--- src/rtl/arith_shift_pkg.sv ---
// Shared types and width helpers for the pipelined signed right-shift / divide-by-2^k unit.
package arith_shift_pkg;

  typedef enum logic {
    ASH_FLOOR = 1'b0,
    ASH_TRUNC = 1'b1
  } ash_mode_t;

  function automatic int shamt_w(input int n);
    return $clog2(n) + 1;
  endfunction

endpackage

--- src/rtl/shift_pipe_stage.sv ---
// One pipeline stage: conditional arithmetic right shift by the fixed amount SH.
// Optional sticky/inexact carry is present when ARITH_SHIFT_INEXACT_FLAG_EN is defined.
module shift_pipe_stage
  import arith_shift_pkg::*;
#(
  parameter int N  = 8,
  parameter int SH = 1
) (
  input  logic                   clk,
  input  logic                   rst,
  input  logic                   en,
  input  logic                   in_vld,
  input  logic [N-1:0]           in_data,
  input  logic [shamt_w(N)-1:0]  in_shamt,
  input  logic                   in_sat,
`ifdef ARITH_SHIFT_INEXACT_FLAG_EN
  input  logic                   in_sticky,
  output logic                   out_sticky,
`endif
  output logic                   out_vld,
  output logic [N-1:0]           out_data,
  output logic [shamt_w(N)-1:0]  out_shamt,
  output logic                   out_sat
);

  localparam int SW  = shamt_w(N);
  localparam int SEL = $clog2(SH);

  // Sign fill built from a slice and a replicated MSB.
  function automatic logic signed [N-1:0] asr_fixed(input logic signed [N-1:0] x);
    return {{SH{x[N-1]}}, x[N-1:SH]};
  endfunction

  logic                 vld_d,   vld_q;
  logic signed [N-1:0]  data_d,  data_q;
  logic [SW-1:0]        shamt_d, shamt_q;
  logic                 sat_d,   sat_q;
  logic signed [N-1:0]  din;

  assign din = in_data;

  always_comb begin
    vld_d   = vld_q;
    data_d  = data_q;
    shamt_d = shamt_q;
    sat_d   = sat_q;
    if (en) begin
      vld_d   = in_vld;
      shamt_d = in_shamt;
      sat_d   = in_sat;
      data_d  = (in_shamt[SEL] && !in_sat) ? asr_fixed(din) : din;
    end
  end

  always_ff @(posedge clk) begin
    if (rst) vld_q <= 1'b0;
    else     vld_q <= vld_d;
    data_q  <= data_d;
    shamt_q <= shamt_d;
    sat_q   <= sat_d;
  end

`ifdef ARITH_SHIFT_INEXACT_FLAG_EN
  logic sticky_d, sticky_q;

  always_comb begin
    sticky_d = sticky_q;
    if (en) sticky_d = in_sticky;
  end

  always_ff @(posedge clk) begin
    if (rst) sticky_q <= 1'b0;
    else     sticky_q <= sticky_d;
  end

  assign out_sticky = sticky_q;
`endif

  assign out_vld   = vld_q;
  assign out_data  = data_q;
  assign out_shamt = shamt_q;
  assign out_sat   = sat_q;

endmodule

--- src/rtl/arith_shift_div_pipe.sv ---
// Pipelined signed right shift: floor (arithmetic shift) or truncate-toward-zero divide by 2^k.
// Define ARITH_SHIFT_INEXACT_FLAG_EN to add the down_inexact output.
module arith_shift_div_pipe
  import arith_shift_pkg::*;
#(
  parameter int N = 8
) (
  input  logic                   clk,
  input  logic                   rst,
  input  logic                   up_vld,
  output logic                   up_rdy,
  input  logic [N-1:0]           up_data,
  input  logic [shamt_w(N)-1:0]  up_shamt,
  input  logic                   up_mode,
  output logic                   down_vld,
  input  logic                   down_rdy,
`ifdef ARITH_SHIFT_INEXACT_FLAG_EN
  output logic                   down_inexact,
`endif
  output logic [N-1:0]           down_data
);

  localparam int SW  = shamt_w(N);
  localparam int LAT = 1 + $clog2(N);

  // Result for k >= N: sign fill when flooring, zero when truncating.
  function automatic logic signed [N-1:0] sat_value(input logic signed [N-1:0] x,
                                                    input ash_mode_t m);
    return (m == ASH_TRUNC) ? '0 : {N{x[N-1]}};
  endfunction

  // 2^k - 1: truncation bias for negative operands and the mask of bits shifted out.
  function automatic logic signed [N-1:0] low_mask(input logic [SW-1:0] k);
    return (N'(1) << k) - N'(1);
  endfunction

  logic                en;
  ash_mode_t           mode;
  logic                over;
  logic signed [N-1:0] op;

  logic                vld_p0_d,   vld_p0_q;
  logic signed [N-1:0] data_p0_d,  data_p0_q;
  logic [SW-1:0]       shamt_p0_d, shamt_p0_q;
  logic                sat_p0_d,   sat_p0_q;

  logic                vld_s   [LAT];
  logic signed [N-1:0] data_s  [LAT];
  logic [SW-1:0]       shamt_s [LAT];
  logic                sat_s   [LAT];

  assign en     = !down_vld || down_rdy;
  assign up_rdy = en;
  assign mode   = ash_mode_t'(up_mode);
  assign over   = (up_shamt >= SW'(N));
  assign op     = up_data;

  // Stage 0: saturation detect and truncation bias
  always_comb begin
    vld_p0_d   = vld_p0_q;
    data_p0_d  = data_p0_q;
    shamt_p0_d = shamt_p0_q;
    sat_p0_d   = sat_p0_q;
    if (en) begin
      vld_p0_d   = up_vld;
      shamt_p0_d = up_shamt;
      sat_p0_d   = over;
      if (over)
        data_p0_d = sat_value(op, mode);
      else if (mode == ASH_TRUNC && op[N-1])
        data_p0_d = op + low_mask(up_shamt);
      else
        data_p0_d = op;
    end
  end

  always_ff @(posedge clk) begin
    if (rst) vld_p0_q <= 1'b0;
    else     vld_p0_q <= vld_p0_d;
    data_p0_q  <= data_p0_d;
    shamt_p0_q <= shamt_p0_d;
    sat_p0_q   <= sat_p0_d;
  end

  assign vld_s[0]   = vld_p0_q;
  assign data_s[0]  = data_p0_q;
  assign shamt_s[0] = shamt_p0_q;
  assign sat_s[0]   = sat_p0_q;

`ifdef ARITH_SHIFT_INEXACT_FLAG_EN
  logic sticky_p0_d, sticky_p0_q;
  logic sticky_s [LAT];

  // Inexactness depends only on the original operand, so it is resolved here and carried.
  always_comb begin
    sticky_p0_d = sticky_p0_q;
    if (en) sticky_p0_d = over ? (|up_data) : (|(op & low_mask(up_shamt)));
  end

  always_ff @(posedge clk) begin
    if (rst) sticky_p0_q <= 1'b0;
    else     sticky_p0_q <= sticky_p0_d;
  end

  assign sticky_s[0]  = sticky_p0_q;
  assign down_inexact = sticky_s[LAT-1];
`endif

  // Stages 1..LAT-1: stage j shifts by 2^(j-1) under shamt bit j-1
  for (genvar j = 1; j < LAT; j++) begin : g_stage
    shift_pipe_stage #(
      .N  (N),
      .SH (1 << (j - 1))
    ) u_stage (
      .clk        (clk),
      .rst        (rst),
      .en         (en),
      .in_vld     (vld_s[j-1]),
      .in_data    (data_s[j-1]),
      .in_shamt   (shamt_s[j-1]),
      .in_sat     (sat_s[j-1]),
`ifdef ARITH_SHIFT_INEXACT_FLAG_EN
      .in_sticky  (sticky_s[j-1]),
      .out_sticky (sticky_s[j]),
`endif
      .out_vld    (vld_s[j]),
      .out_data   (data_s[j]),
      .out_shamt  (shamt_s[j]),
      .out_sat    (sat_s[j])
    );
  end

  logic unused_tail;
  assign unused_tail = ^{shamt_s[LAT-1], sat_s[LAT-1]};

  assign down_vld  = vld_s[LAT-1];
  assign down_data = data_s[LAT-1];

endmodule

--- config.mk ---
export PLATFORM = sky130hd
export DESIGN_NAME = arith_shift_div_pipe
export DESIGN_NICKNAME = d
export VERILOG_FILES = /design/src/rtl/arith_shift_pkg.sv /design/src/rtl/shift_pipe_stage.sv /design/src/rtl/arith_shift_div_pipe.sv
export SDC_FILE = /design/constraint.sdc
export NUM_CORES = 1
export LEC_CHECK = 0
export CAP_MARGIN = 20
export CORE_MARGIN = 10
export CORE_UTILIZATION = 43
export DETAILED_ROUTE_END_ITERATION = 10
export PLACE_DENSITY_LB_ADDON = 0.2
export SYNTH_ARGS = -nofsm -noshare
export SYNTH_HDL_FRONTEND = slang
export SYNTH_SLANG_ARGS = --single-unit
--- constraint.sdc ---
create_clock -name clk -period 6.2 [get_ports clk]
set_input_delay 1.24 -clock clk [delete_from_list [all_inputs] [get_ports clk]]
set_output_delay 1.24 -clock clk [all_outputs]
set_load 0.05 [all_outputs]
; ---- Word level (Yosys, flattened, before mapping)
; Cells that the tools add are included.
[op_classes]
n_eq_ne = 0
n_mux = 6
n_reduce_logical = 9
multipliers = 0
n_bitwise = 0
magnitude_cmp = 1
shifts = 1
div_mod_pow = 0
add_sub_neg = 2
[ops]
columns = cell, n
row1 = 2-to-1 mux 8 bit, 3
row2 = 2-to-1 mux 7 bit, 3
row3 = adder 8 bit, 1
row4 = "<< shifter 1 x 4 -> 8 bit, first input constant", 1
row5 = "subtractor 8 x 2 -> 8 bit, second input constant", 1
row6 = "greater-or-equal comparator 4 bit, second input constant", 1
row7 = logical AND 1 bit, 4
row8 = zero test 1 bit, 4
row9 = logical OR 1 bit, 1
[word_totals]
inputBits = 17
mem_bits_ro = 0
wordCells = 33
latch_bits = 0
ram_bits = 0
n_memories = 0
ff_bits = 48

; ---- Depth between registers and ports, before layout
[depth]
ltp_word = 5
depth_mapped = 12
ltp_nobuf = 10

; ---- Modules after synthesis
; Synthesis repeated with hierarchy kept, for this count alone.
[hier_totals]
hier_cells = 190
area_unflattened_um2 = 2741.4
[by_module_without_submodules]
columns = module, instances, cells_each, area_each_um2, seq_area_each_um2
row1 = shift_pipe_stage (g_stage[1].u_stage ...), 2, 25, 554.3, 410.4
row2 = arith_shift_div_pipe, 1, 114, 1093.5, 410.4
row3 = shift_pipe_stage (g_stage[3].u_stage), 1, 26, 539.3, 410.4

; ---- Worst setup path before layout
; No wires, ideal clock.
[synth_path]
kind = input -> output
startpoint = input down_rdy
endpoint = output up_rdy
stages = 2
t_arrival_ns = 3.011
required_time_ns = 4.960
n_path_buf = 1
path_slack_ns = 1.949
path_cell_list = nand2b_1 > clkbuf_1
[synth_between]
elab_chain_len = 1
[synth_rtl]
columns = item, line
row1 = start: declaration, arith_shift_div_pipe.sv:16  ; input logic down_rdy,
row2 = logical OR 1 bit, arith_shift_div_pipe.sv:52  ; assign en = !down_vld || down_rdy;
row3 = end: declaration, arith_shift_div_pipe.sv:11  ; output logic up_rdy,
; No other way between the ends.

; ---- Worst setup path in the final report
[layout_path]
startpoint = input up_shamt[3]
endpoint = register data_p0_q[5] (data pin)
[layout_between]
elab_chain_len = 5
elab_cells_between_ends = 6
classes_between = 2 x add/sub / 1 x order compare / 1 x shift / 2 x mux
[layout_rtl]
columns = item, line
row1 = start: declaration, arith_shift_div_pipe.sv:13  ; input logic [shamt_w(N)-1:0] up_shamt,
row2 = << shifter 1 x 4 -> 8 bit, arith_shift_div_pipe.sv:34  ; return (N'(1) << k) - N'(1);
row3 = subtractor 8 x 2 -> 8 bit, arith_shift_div_pipe.sv:34
row4 = adder 8 bit, arith_shift_div_pipe.sv:71  ; data_p0_d = op + low_mask(up_shamt);
row5 = 2-to-1 mux 8 bit, arith_shift_div_pipe.sv:70  ; else if (mode == ASH_TRUNC && op[N-1])
row6 = 2-to-1 mux 8 bit (*), arith_shift_div_pipe.sv:68  ; if (over)
row7 = end signal: assignment, arith_shift_div_pipe.sv:80  ; data_p0_q <= data_p0_d;
row8 = end: declaration, arith_shift_div_pipe.sv:43  ; logic signed [N-1:0] data_p0_d, data_p0_q;
; Every way passes the cells marked *; elsewhere a longest branch is shown, timed or not.
; A chain may end at the register's enable or synchronous reset.

==> impl_results.md <==
* Final Setup Violations at 0
* Clk pwr share at a little under a quarter
* Worst-Skew Late Latency at slightly below 300 ps
* Nets at 251
* Critical path class: primary input to register
* Die ar. at a little under 9000 um^2
* Overall Global Routing Usage at about a tenth
* Routed vias/inst at just under 5
* Fin Setup TNS at 0 ps
* Worst Path Max Fanout at 17
* Multi-input gate area at about 870 um^2
* YS warnings at 0
* Pre-antenna DRT Iters at 4
* CTS tree: done
* Crit. End Element: register
* Clock Path Buffers at 2
* Critical-path top delay cell: clkdlybuf4s50_1
* Sw Ratio at between 20% and 30%
* Yosys reg bits at 45
* Sw Pwr at 0.186 mW
* GRT met1 Usage at about 9.3%
* Synth Instances at ~200
* Max-cap violations at 0
* Hold Buf Count CTS at 0
* Final worst setup slack at between 2000 and 2500 ps
* Int Power at between 0.5 and 0.6 mW
* Crit share post-route at between 60% and 70%
* Most area-consuming cells after synthesis: edfxtp_1, ha_1, mux2_2
* Worst path arrival time at 4110 ps
* Routability Congestion at approximately 0.81
* Initial DRC Count at between 50 and 60
* Layout area overhead at 14.6%
* Routed WL per cell at roughly 13 um
* Largest net degree at the start of global routing at 45
* GR Overflow Total at 0
* Vias after detailed routing at ~1400
* Share of cells above drive strength 1 at between 10% and 20%
* Slew headroom at 59.3%
* FFs w/ async S/R, synth at 0%
* Post-DP HPWL at slightly below 3 mm
* Pleak at 1.14 nW
* Post-synth EDFFs at just over 40
* Buffers on Ports at 26
* Post-cts gate resize count at 0
* Register area at between 1000 and 1500 um^2
* Syn Area/Cell at between 10 and 15 um^2
* Synth Flop Type: edfxtp_1
* Pre-CTS WS at 1810 ps
* Sequential area share after synthesis at 55.7%
* Row count at 26
* Die Wd at about 94 um
* GR Util met2 at between 15 and 20%
* Total CTS buffers at 5
* Slowest stage delay, CP at 720 ps
* Most numerous cell in the Yosys netlist: edfxtp_1
* Initial antenna violation count at 0
* Ports at 27
* Critical path cell sequence: clkdlybuf4s50_1, nor2_1, nand2_1, ha_1, inv_1, ha_1, fa_1, a21o_2, a21oi_2, xnor2_1, a221o_1
* FMAX at 246 MHz
* Vias in the first global route at around 1500
* Max Slew Vio Count at 0
* Initial Utilization at 45.2%
* Pwr Density at about 260 nW/um^2
* Synth area leader: edfxtp_1
* Routed Antenna Nets at 0
* H-tree depth at 2
* Flop pwr share at roughly 55%
* Top cell type's share of synthesized area at a little over half
* Met3 usage at between 2 and 2.5%
* Unrepaired setup endpoints after global routing: no
* Gr busiest metal: met2
* Syn_nets at around 230
* Tightest Hold Check Type: register to register
* Cell mode on critical path: ha_1
* Synth cell types at 37
* Worst-path clk slew at ~70 ps
* Crit start category: primary input
* Drt total wl at slightly below 4 mm
* Die Y at roughly 94 um
* # clock sinks at 45
* Clock Skew at between 2 and 2.5 ps
* Peak VDD IR at 0.105 mV
* # DRC at 0
* Postcts setup bufs at 0
* Synth Cell Area at roughly 2400 um^2
* Logic pwr share at a little over a fifth
* CTS root buf: clkbuf_8
* Worst slew pin tran at just over 600 ps
* # diodes at 0
* First-pass GRT wire length at between 6 and 7 mm
* Status: finished clean
* Leading cell types by count after synthesis: edfxtp_1, nand2_1, inv_1
* Placeable core area at 5200 um^2
* Fin util at 51.8%
* Final Critical Period at around 4100 ps
* Fin. Hold Viols at 0
* Layout fillers at 472
* Crit path required time at between 6000 and 7000 ps
==> worst paths after layout <==
kind	start	endpoint	slack (ps)	cells after the start
worst max-delay path	up_shamt[3]	data_p0_q[5]	2130	11
worst min-delay path	g_stage[1].u_stage.out_shamt[2]	g_stage[2].u_stage.out_shamt[2]	420	0
worst max register to register	g_stage[3].u_stage.out_vld	g_stage[2].u_stage.out_vld	4870	4
worst min register to register	g_stage[1].u_stage.out_shamt[2]	g_stage[2].u_stage.out_shamt[2]	420	0
==> routing by layer <==
metal	share of wire [%]	vias to the layer above
li1	-	732
met2	52	29
met5	0	-
met4	3.3	0
met1	40	661
met3	4.1	12
==> area by class of cell <==
cell class / instances / area share, %
clock buffers: 8 / 2.97
inverters: 21 / 2.92
multi-input cells: 120 / 32.3
flip-flops and latches: 45 / 48.7
well taps: 70 / 3.25
repair buffers: 27 / 9.94
==> flip-flops by register name, summed over array words and instances (netlist names) <==
signal	flops
data_p0_q	8
g_stage.u_stage.out_sat	2
vld_p0_q	1
g_stage.u_stage.out_data	24
g_stage.u_stage.out_shamt	3
sat_p0_q	1
shamt_p0_q	3
g_stage.u_stage.out_vld	3
==> worst max-delay path: cells and delay by family <==
family / cells / cell delay [ps]
adder cells (fa/ha/maj): 3 / 890
AO/OA/AOI/OAI: 3 / 700
buffers and inverters: 2 / 760
XOR/XNOR: 1 / 70
AND/OR/NAND/NOR: 2 / 440
==> power by group through the flow <==
stage | clock network, mW | logic (mW) | registers (mW)
2_1_floorplan | 0 | 0.119 | 0.391
3_3_place_gp | 0 | 0.149 | 0.393
3_5_place_dp | 0 | 0.151 | 0.395
4_1_cts | 0.176 | 0.152 | 0.388
5_1_grt | 0.183 | 0.164 | 0.392
6_report | 0.168 | 0.150 | 0.387
==> cells in the final DEF (no fill, tap or decap), drive strengths merged, types with 8 or more instances in the layout <==
cell and instances:
clkdlybuf4s50 26, ha 13, nor2 12, edfxtp 41, inv 21, a21oi 8, nand2 30, mux2 12
clkbuf 8
==> cell families (layout without fill, tap and decap cells) <==
kind of cell             after synthesis  after routing  share of synthesized area [%]
multiplexers                          15             15                           7.02
adder cells (fa/ha/maj)               14             14                           7.77
XOR/XNOR                               4              4                           1.49
buffers and inverters                 36             56                           7.39
AND/OR/NAND/NOR                       62             62                           12.9
flip-flops                            45             45                           55.7
AO/OA/AOI/OAI                         25             25                           7.66
==> through the flow <==
step,cells,area (um^2),power (mW),hold WS [ps]
after CTS,291,2700,0.715,426
after floorplan,201,2350,0.510,400
after global routing,291,2700,0.739,432
after detailed placement,283,2620,0.546,408
after global placement,283,2620,0.542,401
final,291,2700,0.705,424
(Power assumes the default switching activity.)
